### config.mk
export PLATFORM = sky130hd
export DESIGN_NAME = load_store_unit_flat
export DESIGN_NICKNAME = d
export VERILOG_FILES = /design/src/rtl/lsu_pkg.sv /design/src/rtl/load_store_unit_if.sv /design/src/rtl/lsu_load_align.sv /design/src/rtl/load_store_unit.sv /design/src/flat_wrapper.sv
export SDC_FILE = /design/constraint.sdc
export NUM_CORES = 1
export LEC_CHECK = 0
export ABC_AREA = 1
export CORE_ASPECT_RATIO = 1.2
export CORE_MARGIN = 2
export CORE_UTILIZATION = 40
export DETAILED_ROUTE_END_ITERATION = 16
export PLACE_DENSITY = 0.74
export SYNTH_ARGS = -nofsm -noshare
export SYNTH_HDL_FRONTEND = slang
export SYNTH_HIERARCHICAL = 1
export SYNTH_SLANG_ARGS = --single-unit
export TNS_END_PERCENT = 50
### constraint.sdc
create_clock -name clk -period 2.1 [get_ports clk]
set_clock_uncertainty 0.05 [all_clocks]
set_input_delay 0.21 -clock clk [delete_from_list [all_inputs] [get_ports clk]]
set_output_delay 0.21 -clock clk [all_outputs]
set_load 0.05 [all_outputs]
### src/rtl/lsu_pkg.sv
// Shared load/store encodings, FSM states and store-lane helpers for the LSU and the main decoder.
package lsu_pkg;

  typedef enum logic [1:0] {
    IDLE = 2'd0,
    REQ  = 2'd1,
    RSP  = 2'd2,
    DONE = 2'd3
  } lsu_state_t;

  localparam logic [1:0] ST_SB = 2'b00;
  localparam logic [1:0] ST_SH = 2'b01;
  localparam logic [1:0] ST_SW = 2'b10;

  localparam logic [2:0] LD_LB  = 3'b000;
  localparam logic [2:0] LD_LH  = 3'b001;
  localparam logic [2:0] LD_LW  = 3'b010;
  localparam logic [2:0] LD_LBU = 3'b011;
  localparam logic [2:0] LD_LHU = 3'b101;

  function automatic logic [3:0] store_wstrb(input logic [1:0] store, input logic [1:0] off);
    case (store)
      ST_SB:   return 4'b0001 << off;
      ST_SH:   return off[1] ? 4'b1100 : 4'b0011;
      default: return 4'b1111;
    endcase
  endfunction

  function automatic logic [31:0] store_wdata(input logic [1:0] store, input logic [31:0] wd);
    case (store)
      ST_SB:   return {4{wd[7:0]}};
      ST_SH:   return {2{wd[15:0]}};
      default: return wd;
    endcase
  endfunction

  // Byte accesses are always aligned; reserved encodings behave as word accesses.
  function automatic logic misaligned(input logic we, input logic [1:0] store,
                                      input logic [2:0] load, input logic [1:0] off);
    if (we) begin
      case (store)
        ST_SB:   return 1'b0;
        ST_SH:   return off[0];
        default: return off != 2'b00;
      endcase
    end
    case (load)
      LD_LB, LD_LBU: return 1'b0;
      LD_LH, LD_LHU: return off[0];
      default:       return off != 2'b00;
    endcase
  endfunction

endpackage

### src/rtl/load_store_unit_if.sv
// Single-outstanding data-memory bus: valid/ready request channel plus rvalid load response.
interface load_store_unit_if #(parameter int ADDR_W = 32) ();
  logic              bus_valid;
  logic              bus_ready;
  logic              bus_we;
  logic [ADDR_W-1:0] bus_addr;
  logic [3:0]        bus_wstrb;
  logic [31:0]       bus_wdata;
  logic              bus_rvalid;
  logic [31:0]       bus_rdata;

  modport master (
    output bus_valid, bus_we, bus_addr, bus_wstrb, bus_wdata,
    input  bus_ready, bus_rvalid, bus_rdata
  );

  modport slave (
    input  bus_valid, bus_we, bus_addr, bus_wstrb, bus_wdata,
    output bus_ready, bus_rvalid, bus_rdata
  );
endinterface

### src/rtl/lsu_load_align.sv
// Combinational byte/halfword extraction and sign/zero extension of a load response word.
module lsu_load_align
  import lsu_pkg::*;
(
  input  logic [31:0] rdata,
  input  logic [1:0]  off,
  input  logic [2:0]  load,
  output logic [31:0] data
);

  logic [7:0]  byte_sel;
  logic [15:0] half_sel;

  assign byte_sel = 8'(rdata >> {off, 3'b000});
  assign half_sel = 16'(rdata >> {off[1], 4'b0000});

  always_comb begin
    data = rdata;
    case (load)
      LD_LB:   data = {{24{byte_sel[7]}}, byte_sel};
      LD_LH:   data = {{16{half_sel[15]}}, half_sel};
      LD_LBU:  data = {24'd0, byte_sel};
      LD_LHU:  data = {16'd0, half_sel};
      default: data = rdata;
    endcase
  end

endmodule

### src/rtl/load_store_unit.sv
// Multi-cycle LSU: one bus transaction per access, store >= 2 cycles, load >= 3; stalls core via lsu_busy.
// Bus outputs hold while bus_ready is low. LSU_MISALIGN_TRAP_EN adds misalign_err and skips misaligned accesses.
module load_store_unit
  import lsu_pkg::*;
#(
  parameter int ADDR_W = 32,
  parameter int DATA_W = 32
) (
  input  logic              clk,
  input  logic              reset_n,
  input  logic              mem_req,
  input  logic              MemWrite,
  input  logic [1:0]        Store,
  input  logic [2:0]        Load,
  input  logic [ADDR_W-1:0] ALUResult,
  input  logic [DATA_W-1:0] WriteData,
  output logic [DATA_W-1:0] ReadData,
  output logic              lsu_busy,
  output logic              lsu_done,
  load_store_unit_if.master bus
`ifdef LSU_MISALIGN_TRAP_EN
  ,
  output logic              misalign_err
`endif
);

  lsu_state_t  state, state_nxt;
  logic        req_we;
  logic [2:0]  req_load;
  logic [1:0]  req_off;
  logic [31:0] load_data;
  logic        req_mis;

`ifdef LSU_MISALIGN_TRAP_EN
  assign req_mis = misaligned(MemWrite, Store, Load, ALUResult[1:0]);
`else
  assign req_mis = 1'b0;
`endif

  always_comb begin
    state_nxt = state;
    case (state)
      IDLE: if (mem_req) state_nxt = req_mis ? DONE : REQ;
      REQ:  if (bus.bus_ready) state_nxt = req_we ? DONE : RSP;
      RSP:  if (bus.bus_rvalid) state_nxt = DONE;
      DONE: state_nxt = IDLE;
      default: state_nxt = IDLE;
    endcase
  end

  // Command is captured only in IDLE, so bus outputs stay frozen through any ready stall.
  always_ff @(posedge clk) begin
    if (!reset_n) begin
      state         <= IDLE;
      req_we        <= 1'b0;
      req_load      <= LD_LW;
      req_off       <= 2'b00;
      bus.bus_we    <= 1'b0;
      bus.bus_addr  <= '0;
      bus.bus_wstrb <= 4'b0000;
      bus.bus_wdata <= 32'd0;
      ReadData      <= '0;
`ifdef LSU_MISALIGN_TRAP_EN
      misalign_err  <= 1'b0;
`endif
    end else begin
      state <= state_nxt;
      if (state == IDLE && mem_req) begin
        req_we        <= MemWrite;
        req_load      <= Load;
        req_off       <= ALUResult[1:0];
        bus.bus_we    <= MemWrite;
        bus.bus_addr  <= {ALUResult[ADDR_W-1:2], 2'b00};
        bus.bus_wstrb <= MemWrite ? store_wstrb(Store, ALUResult[1:0]) : 4'b0000;
        bus.bus_wdata <= MemWrite ? store_wdata(Store, WriteData) : 32'd0;
      end
      if (state == RSP && bus.bus_rvalid) ReadData <= load_data;
`ifdef LSU_MISALIGN_TRAP_EN
      misalign_err <= (state == IDLE) && mem_req && req_mis;
`endif
    end
  end

  lsu_load_align u_load_align (
    .rdata (bus.bus_rdata),
    .off   (req_off),
    .load  (req_load),
    .data  (load_data)
  );

  assign bus.bus_valid = (state == REQ);
  assign lsu_done      = (state == DONE);
  assign lsu_busy      = (state != IDLE) || mem_req;

endmodule

### src/flat_wrapper.sv
// flat-port wrapper written by rule: the top's interface ports become plain ports
module load_store_unit_flat import lsu_pkg::*;
#(
  parameter int ADDR_W = 32,
  parameter int DATA_W = 32
)
  (clk, reset_n, mem_req, MemWrite, Store, Load, ALUResult, WriteData, ReadData, lsu_busy, lsu_done, bus_bus_valid, bus_bus_we, bus_bus_addr, bus_bus_wstrb, bus_bus_wdata, bus_bus_ready, bus_bus_rvalid, bus_bus_rdata);
  load_store_unit_if #(.ADDR_W(ADDR_W)) bus_i ();
  input  logic clk;
  input  logic reset_n;
  input  logic mem_req;
  input  logic MemWrite;
  input  logic [1:0] Store;
  input  logic [2:0] Load;
  input  logic [ADDR_W-1:0] ALUResult;
  input  logic [DATA_W-1:0] WriteData;
  output logic [DATA_W-1:0] ReadData;
  output logic lsu_busy;
  output logic lsu_done;
  output wire logic [$bits(bus_i.bus_valid)-1:0] bus_bus_valid;
  output wire logic [$bits(bus_i.bus_we)-1:0] bus_bus_we;
  output wire logic [$bits(bus_i.bus_addr)-1:0] bus_bus_addr;
  output wire logic [$bits(bus_i.bus_wstrb)-1:0] bus_bus_wstrb;
  output wire logic [$bits(bus_i.bus_wdata)-1:0] bus_bus_wdata;
  input wire logic [$bits(bus_i.bus_ready)-1:0] bus_bus_ready;
  input wire logic [$bits(bus_i.bus_rvalid)-1:0] bus_bus_rvalid;
  input wire logic [$bits(bus_i.bus_rdata)-1:0] bus_bus_rdata;
  assign bus_bus_valid = bus_i.bus_valid;
  assign bus_bus_we = bus_i.bus_we;
  assign bus_bus_addr = bus_i.bus_addr;
  assign bus_bus_wstrb = bus_i.bus_wstrb;
  assign bus_bus_wdata = bus_i.bus_wdata;
  assign bus_i.bus_ready = bus_bus_ready;
  assign bus_i.bus_rvalid = bus_bus_rvalid;
  assign bus_i.bus_rdata = bus_bus_rdata;
  load_store_unit #(.ADDR_W(ADDR_W), .DATA_W(DATA_W)) u_core (.clk(clk), .reset_n(reset_n), .mem_req(mem_req), .MemWrite(MemWrite), .Store(Store), .Load(Load), .ALUResult(ALUResult), .WriteData(WriteData), .ReadData(ReadData), .lsu_busy(lsu_busy), .lsu_done(lsu_done), .bus(bus_i));
endmodule
==> results of run 1 <==
critical path: cells and delay by family, from the launching register on:
family / cells / cell delay (ns)
buffers and inverters: 1 / 0.79
adder cells (fa/ha/maj): 1 / 0.18
flip-flops: 1 / 0.43
power breakdown:
group / internal (mW) / switching (mW) / total (mW) / leakage (nW)
registers: 2.42 / 0.245 / 2.67 / 0.867
clock network: 1.07 / 0.741 / 1.82 / 0.152
logic: 1.46 / 2.94 / 4.41 / 2.32
logic make-up after synthesis:
logic type                 Yosys count  synth area share (%)
and+or+nand+nor                    434                  33.2
other                                1                0.0722
AOI/OAI and AO/OA                  136                  13.6
DFF                                106                  40.8
adders and majority gates            6                  1.45
buffers and inverters              131                  10.8
final timing paths:
kind / startpoint / to / slack, ns / cells past startpoint
hold reg to reg: u_core/bus.bus_wdata[22]$_SDFFE_PN0P_ / u_core/bus.bus_wdata[22]$_SDFFE_PN0P_ / 0.42 / 2
hold / removal: reset_n / u_core/bus.bus_addr[11]$_SDFFE_PN0P_ / 0.23 / 3
setup / recovery: u_core/state[0]$_SDFFE_PN0P_ / lsu_done / 0.10 / 2
setup reg to reg: u_core/state[0]$_SDFFE_PN0P_ / u_core/bus.bus_wdata[30]$_SDFFE_PN0P_ / 0.34 / 8
per-stage QoR:
step	hold WS, ns	util [%]	area (sq um)	setup slack, ns
after floorplan	0.273	-	5200	0.526
after global placement	0.402	58.0	7350	0.231
after detailed placement	0.408	58.0	7350	0.223
after CTS	0.205	60.6	7670	0.0123
after global routing	0.228	60.6	7670	0.0280
final	0.226	60.6	7670	0.103
synthesized netlist by cell type:
master	n	area [sq um]
nor2_1	202	758
nand2_1	196	736
dfxtp_1	106	2120
o21ai_0	100	500
inv_1	82	308
nand3_1	28	140
a21oi_1	26	130
buf_2	20	100
clkbuf_1	14	52.6
buf_4	8	60.1
ha_1	6	75.1
o221ai_1	6	52.6
inv_2	3	11.3
nand3_2	3	30.0
o21ai_1	3	15.0
buf_6	2	22.5
nand2_2	2	12.5
buf_1	1	3.75
clkbuf_2	1	5.00
conb_1	1	3.75
nand3_4	1	17.5
nor2_4	1	11.3
nor2_8	1	20.0
o211ai_1	1	7.51
layout make-up:
| type | count | share of cell area (%) |
|---|---|---|
| clock inverter | 4 | 0.995 |
| tap | 164 | 2.67 |
| multi-input combinational | 578 | 32.8 |
| inverter | 85 | 4.16 |
| timing repair buffer | 222 | 28.6 |
| clock buffer | 11 | 3.16 |
| sequential | 106 | 27.7 |
sequential cells by signal, indices dropped and copies added, names as in the netlist:
register,count
u_core/req_load,3
u_core/bus.bus_wstrb,4
u_core/req_we,1
u_core/ReadData,32
u_core/bus.bus_addr,30
u_core/req_off,2
u_core/bus.bus_wdata,32
u_core/state,2
repair_timing:
item | CTS | global route
resized for setup | 0 | 1
endpoints found under the setup margin | 0 | 1
hold buffers | 0 | 0
metal layers:
metal	global-route usage, %	part of all wire [%]	vias to the layer above
met5	0	0	-
met4	8.82	2.4	0
met3	6.69	7.7	25
met2	39.1	49	197
met1	26.5	41	2427
li1	-	-	2887
==> flow_metrics.env, run 1 <==
export IMPL_maxCapViolCount=0
export IMPL_grt_util_all_layers_pct=22.7
export IMPL_cpPeakStageDelay_ns=0.79
export IMPL_start_kind="flop"
export IMPL_worstPathRequired_ns=1.84
export IMPL_tightestPinTransition_ns=0.556
export IMPL_maxSlewViolCount=0
export IMPL_io_pins=211
export IMPL_placed_cells=1155
export IMPL_ctsHtreeMaxLevel=3
export IMPL_fillers=1278
export IMPL_drt_wirelength_per_cell_um=13.6
export IMPL_clockBufferDepth=2
export IMPL_fin_setup_tns_ns=0
export IMPL_cp_cell_sequence="ha_1 > clkdlybuf4s50_1"
export IMPL_critPathKind="flop to output pin"
export IMPL_synth_area_sq_um=5190
export IMPL_status="complete, no violations"
export IMPL_dp_hpwl_um=11700
export IMPL_end_kind="output pin"
export IMPL_chipWidth_um=108
export IMPL_period_share_pct=95.1
export IMPL_powerDensity_nw_per_um2=1160
export IMPL_vias=5536
export IMPL_ys_seq_area_share_pct=40.8
export IMPL_rsz0062_at_grt="no"
export IMPL_syn2layout_area_growth_pct=47.7
export IMPL_critPathMaxFanout=6
export IMPL_initial_core_util_pct=41.0
export IMPL_yosysUniqueCellTypes=24
export IMPL_grt_pass1_wl_um=25000
export IMPL_diodes=0
export IMPL_clockRootBuffer="clkbuf_16"
export IMPL_drtPass1Iterations=5
export IMPL_die_h_um=129
export IMPL_cts_tree="yes"
export IMPL_hp_class="primary input to flop"
export IMPL_period_needed_ns=2.00
export IMPL_layout_commonest_cell="clkdlybuf4s50_1"
export IMPL_cp_slowest_cell="clkdlybuf4s50_1"
export IMPL_arrival_ns=1.74
export IMPL_drt_iter0_markers=226
export IMPL_avgViaCountPerCell=4.73
export IMPL_grt_overflow=0
export IMPL_core_sq_um=12700
export IMPL_final_hold_viol_count=0
export IMPL_clkSinkCount=106
export IMPL_avgSynthCellArea_sq_um=6.38
export IMPL_dieArea_sq_um=13900
export IMPL_ant_nets=0
export IMPL_grt_antenna_before_repair=0
export IMPL_port_buffer_count=208
export IMPL_power_mw=8.89
export IMPL_clk_latency_ns=0.34
export IMPL_wl_um=15900
export IMPL_gp_congestion=0.898
export IMPL_slew_limit_headroom_pct=62.8
export IMPL_cts_buffers=9
export IMPL_cellLeakagePower_nw=3.34
export IMPL_setup_violations=0
export IMPL_grt_pass1_vias=5118
export IMPL_fmax_ghz=0.501
export IMPL_ys_warn_count=6
export IMPL_drive_gt1_share_pct=4.08
export IMPL_seq_area_sq_um=2120
export IMPL_synth_seq_cells=106
export IMPL_multi_input_area_sq_um=2510
export IMPL_post_cts_buffers=0
export IMPL_final_cell_mix="clkdlybuf4s50_1, nor2_1, nand2_1"
export IMPL_peakVddDrop_v=0.000611
export IMPL_nets=1115
export IMPL_drc=0
export IMPL_final_cell_count_no_fill=1170
export IMPL_rows=45
export IMPL_synth_cells=814
export IMPL_clk_pin_slew_ns=0.07
export IMPL_grt_start_max_net_pins=41
No activity file was read; power rests on OpenSTA's default activity.
==> run 2: changes to the inputs <==
- DONT_BUFFER_PORTS: default -> 1
- PLACE_DENSITY: 0.74 -> 0.53
==> flow_metrics.env, run 2 (synthesis results as in run 1) <==
export IMPL_cp_cell_sequence="inv_1 > ha_1 > nand2_4 > inv_2 > nand2_1 > nand3_1 > dlygate4sd3_1"
export IMPL_clk_latency_ns=0.35
export IMPL_grt_start_max_net_pins=68
export IMPL_drt_iter0_markers=224
export IMPL_crit_buf_inv=3
export IMPL_start_kind="flop"
export IMPL_maxSlewViolCount=0
export IMPL_initial_core_util_pct=41.0
export IMPL_grt_pass1_wl_um=23100
export IMPL_gp_congestion=0.899
export IMPL_nets=947
export IMPL_end_kind="flop"
export IMPL_status="complete, no violations"
export IMPL_grt_util_met3_pct=7.70
export IMPL_cpPeakStageDelay_ns=0.56
export IMPL_cellLeakagePower_nw=2.72
export IMPL_fillers=1360
export IMPL_arrival_ns=2.12
export IMPL_hp_class="primary input to flop"
export IMPL_slew_limit_headroom_pct=62.0
export IMPL_post_cts_buffers=0
export IMPL_avgViaCountPerCell=4.95
export IMPL_peakVddDrop_v=0.000540
export IMPL_final_cell_count_no_fill=1003
export IMPL_dpl_instance_area_sq_um=5280
export IMPL_vias=4965
export IMPL_clockRootBuffer="clkbuf_16"
export IMPL_period_share_pct=91.7
export IMPL_critPathMaxFanout=11
export IMPL_cts_tree="yes"
export IMPL_met2_usage_pct=36.8
export IMPL_worstPathRequired_ns=2.29
export IMPL_busiest_layer="met2"
export IMPL_cp_slowest_cell="dlygate4sd3_1"
export IMPL_period_needed_ns=1.93
export IMPL_grt_pass1_vias=4757
export IMPL_io_pins=211
export IMPL_grt_antenna_before_repair=0
export IMPL_core_sq_um=12700
export IMPL_grt_overflow=0
export IMPL_maxCapViolCount=0
export IMPL_syn2layout_area_growth_pct=15.4
export IMPL_wl_um=14800
export IMPL_clkSinkCount=106
export IMPL_critPathKind="flop to flop"
export IMPL_chipWidth_um=108
export IMPL_path_delay_family="buffers and inverters"
export IMPL_cts_buffers=9
export IMPL_drtPass1Iterations=4
export IMPL_grt_util_all_layers_pct=20.9
export IMPL_powerDensity_nw_per_um2=1320
export IMPL_die_h_um=129
export IMPL_fmax_ghz=0.519
export IMPL_ctsHtreeMaxLevel=3
export IMPL_final_cell_mix="nor2_1, nand2_1, dfxtp_1"
export IMPL_rows=45
export IMPL_clockBufferDepth=2
export IMPL_dp_hpwl_um=10600
export IMPL_setup_violations=0
export IMPL_final_hold_viol_count=0
export IMPL_tightestPinTransition_ns=0.570
export IMPL_fin_setup_tns_ns=0
export IMPL_postLayoutCellArea_sq_um=6000
export IMPL_ant_nets=0
export IMPL_layout_commonest_cell="nor2_1"
export IMPL_drive_gt1_share_pct=5.01
export IMPL_port_buffer_count=0
export IMPL_reg_top3="u_core/ReadData (32), u_core/bus.bus_wdata (32), u_core/bus.bus_addr (30)"
export IMPL_drt_wirelength_per_cell_um=14.8
export IMPL_placed_cells=946
export IMPL_use_met1_pct=22.8
export IMPL_dieArea_sq_um=13900
export IMPL_rsz0062_at_grt="no"
export IMPL_drc=0
export IMPL_diodes=0
export IMPL_clk_pin_slew_ns=0.08
==> run 2: cell types whose count changed in the layout (fill, tap and decap cells not counted), sizes merged <==
cell / before / now
clkdlybuf4s50: 205 / 0
dlygate4sd3: 0 / 40
inv: 85 / 88
buf: 16 / 14
bufinv: 2 / 0
clkbuf: 11 / 10
clkinv: 1 / 2
dlymetal6s2s: 1 / 0
==> run 2: final cells by class <==
| class | count | area [sq um] | share of cell area [%] |
|---|---|---|---|
| Clock buffer | 10 | 239 | 3.99 |
| Timing Repair Buffer | 54 | 543 | 9.06 |
| Clock inverter | 6 | 47.5 | 0.793 |
| Multi-Input combinational cell | 578 | 2520 | 42.0 |
| Sequential cell | 106 | 2120 | 35.4 |
| Inverter | 85 | 319 | 5.32 |
| Tap cell | 164 | 205 | 3.42 |
==> run 2: worst paths after layout <==
| kind | start | endpoint | slack, ns | cells after the start |
|---|---|---|---|---|
| max | u_core/state[1]$_SDFFE_PN0P_ | u_core/req_load[1]$_SDFFE_PN1P_ | 0.17 | 7 |
| min | ALUResult[0] | u_core/req_off[0]$_SDFFE_PN0P_ | 0.006 | 2 |
| max reg2reg | u_core/state[1]$_SDFFE_PN0P_ | u_core/req_load[1]$_SDFFE_PN1P_ | 0.17 | 7 |
| min reg2reg | u_core/state[0]$_SDFFE_PN0P_ | u_core/state[0]$_SDFFE_PN0P_ | 0.45 | 2 |
==> run 2: timing repair <==
| item | 4_1_cts | 5_1_grt |
|---|---|---|
| resized for setup | 0 | 2 |
| endpoints found under the hold margin | 75 | 0 |
| endpoints found under the setup margin | 0 | 1 |
| hold buffers | 41 | 0 |
==> run 2: per-stage QoR <==
| step | hold slack (ns) | util [%] | power, mW | setup WS, ns |
|---|---|---|---|---|
| final | 0.00570 | 47.3 | 7.93 | 0.175 |
| after CTS | 0.00277 | 47.3 | 7.98 | 0.0508 |
| after global routing | 0.0159 | 47.3 | 8.45 | 0.0535 |
| after detailed placement | 0.263 | 41.7 | 6.26 | 0.270 |
| after floorplan | 0.273 | - | 5.73 | 0.526 |
| after global placement | 0.263 | 41.7 | 6.20 | 0.348 |
==> run 2: where the power goes <==
group	switching (mW)	total [mW]	internal, mW
sequential	1.55	3.97	2.42
clock	0.784	1.64	0.851
combinational	1.50	2.32	0.818
total	3.84	7.93	4.09
==> run 2: layer usage <==
metal / wire (um) / share of wire (%)
met1: 5800 / 39
met2: 7390 / 50
met3: 1260 / 8.5
met4: 357 / 2.4
met5: 0 / 0
==> run 2: worst reg2reg max path, cell delays in order, from the launching register on <==
cell and delay (ns):
dfxtp_1 0.41, inv_1 0.12, ha_1 0.24, nand2_4 0.16
inv_2 0.15, nand2_1 0.08, nand3_1 0.06, dlygate4sd3_1 0.56
==> run 3: changes to the inputs <==
==> constraint.sdc (replaced) <==
create_clock -name clk -period 2.1 [get_ports clk]
set_clock_uncertainty 0.05 [all_clocks]
set_input_delay 0.525 -clock clk [delete_from_list [all_inputs] [get_ports clk]]
set_output_delay 0.525 -clock clk [all_outputs]
set_load 0.05 [all_outputs]
==> flow_metrics.env, run 3 (synthesis results as in run 1) <==
export IMPL_status="complete, no violations"
export IMPL_cts_buffers=9
export IMPL_vias=4816
export IMPL_io_pins=211
export IMPL_crit_buf_inv=1
export IMPL_critPathMaxFanout=6
export IMPL_placed_cells=945
export IMPL_drtPass1Iterations=5
export IMPL_grt_overflow=0
export IMPL_chipWidth_um=108
export IMPL_grt_start_max_net_pins=69
export IMPL_start_kind="flop"
export IMPL_cp_slowest_cell="dfxtp_1"
export IMPL_clkSinkCount=106
export IMPL_powerDensity_nw_per_um2=1410
export IMPL_reg_top3="u_core/ReadData (32), u_core/bus.bus_wdata (32), u_core/bus.bus_addr (30)"
export IMPL_drt_iter0_markers=256
export IMPL_clockBufferDepth=2
export IMPL_path_delay_family="flip-flops"
export IMPL_hp_class="primary input to flop"
export IMPL_final_cell_mix="nor2_1, nand2_1, dfxtp_1"
export IMPL_hold_start="reset_n"
export IMPL_cellLeakagePower_nw=2.54
export IMPL_port_buffer_count=0
export IMPL_initial_core_util_pct=41.0
export IMPL_grt_antenna_before_repair=0
export IMPL_diodes=0
export IMPL_dp_hpwl_um=10800
export IMPL_grt_pass1_wl_um=22200
export IMPL_nets=905
export IMPL_setup_violations=0
export IMPL_tightestPinTransition_ns=0.608
export IMPL_fmax_ghz=0.503
export IMPL_maxCapViolCount=0
export IMPL_wl_um=14500
export IMPL_power_mw=7.87
export IMPL_hold_buffers=0
export IMPL_ant_nets=0
export IMPL_slew_limit_headroom_pct=59.4
export IMPL_end_kind="output pin"
export IMPL_cts_tree="yes"
export IMPL_peakVddDrop_v=0.000518
export IMPL_gp_congestion=0.891
export IMPL_die_h_um=129
export IMPL_clk_pin_slew_ns=0.07
export IMPL_drive_gt1_share_pct=4.77
export IMPL_rsz0062_at_grt="yes"
export IMPL_dieArea_sq_um=13900
export IMPL_maxSlewViolCount=0
export IMPL_period_needed_ns=1.99
export IMPL_cpPeakStageDelay_ns=0.43
export IMPL_layout_commonest_cell="nor2_1"
export IMPL_drt_wirelength_per_cell_um=15.1
export IMPL_cp_cell_sequence="inv_1 > ha_1 > nand2_2"
export IMPL_final_core_util_pct=43.9
export IMPL_arrival_ns=1.41
export IMPL_rows=45
export IMPL_r2r_start="u_core/state[0]$_SDFFE_PN0P_"
export IMPL_crit_path_start="u_core/state[0]$_SDFFE_PN0P_"
export IMPL_clk_latency_ns=0.35
export IMPL_final_cell_count_no_fill=961
export IMPL_period_share_pct=94.8
export IMPL_critPathKind="flop to output pin"
export IMPL_final_hold_viol_count=0
export IMPL_grt_pass1_vias=4533
export IMPL_drc=0
export IMPL_clockRootBuffer="clkbuf_16"
export IMPL_syn2layout_area_growth_pct=7.11
export IMPL_avgViaCountPerCell=5.01
export IMPL_core_sq_um=12700
export IMPL_ctsHtreeMaxLevel=3
export IMPL_grt_util_all_layers_pct=20.4
export IMPL_worstPathRequired_ns=1.52
## run 3: changes by cell type in the layout (fill, tap and decap cells not counted), sizes merged
cell	before	now
inv	88	86
buf	14	12
clkbuf	10	11
clkinv	2	3
dlygate4sd3	40	0
bufinv	0	1
clkinvlp	1	0
## run 3: metrics by stage
step | area (sq um) | setup TNS, ns | hold WS (ns) | setup WS (ns)
global placement | 5280 | 0 | 0.435 | 0.353
CTS | 5560 | 0 | 0.200 | 0.0890
detailed placement | 5280 | 0 | 0.441 | 0.265
finish | 5560 | 0 | 0.240 | 0.110
global route | 5560 | -0.00427 | 0.236 | -0.00427
floorplan | 5200 | 0 | 0.415 | 0.439
## run 3: worst register-to-register path: cells and delay by family, from the launching register on
family          cells  cell delay, ns
buf+inv             2            0.54
flops               1            0.43
simple gates        2            0.35
fa+ha+maj           1            0.25
compound gates      1            0.19
## run 3: final timing paths
kind | to | slack, ns | cells after the start
worst max-delay path | lsu_busy | 0.11 | 3
worst min-delay path | u_core/req_load[1]$_SDFFE_PN1P_ | 0.24 | 1
worst max register to register | u_core/bus.bus_addr[18]$_SDFFE_PN0P_ | 0.23 | 6
worst min register to register | u_core/req_load[1]$_SDFFE_PN1P_ | 0.45 | 2
## run 3: final cells by class
| cell class | instances | area (sq um) |
|---|---|---|
| Multi-Input combinational cell | 578 | 2520 |
| Clock inverter | 5 | 53.8 |
| Clock buffer | 11 | 233 |
| Tap cell | 164 | 205 |
| Inverter | 85 | 319 |
| Fill cell | 1382 | 7100 |
| Sequential cell | 106 | 2120 |
| Timing Repair Buffer | 12 | 115 |
## run 3: power by group
part / total [mW] / switching, mW / internal [mW] / leakage, nW
clock network: 1.68 / 0.758 / 0.924 / 0.144
registers: 3.99 / 1.57 / 2.42 / 0.867
logic: 2.20 / 1.45 / 0.750 / 1.53
total: 7.87 / 3.77 / 4.09 / 2.54
## run 3: timing repair
item | in CTS | in global routing
pin swaps | 0 | 0
setup buffers | 0 | 0
gates resized for setup | 1 | 0
setup endpoints to repair | 1 | 1
## run 3: per-layer routing
metal / vias to the layer above / part of all wire (%) / track usage [%]
met5: - / 0 / 0
met4: 0 / 2.0 / 8.90
met3: 17 / 9.3 / 7.40
met2: 156 / 51 / 36.5
met1: 2174 / 38 / 21.3
li1: 2469 / - / -
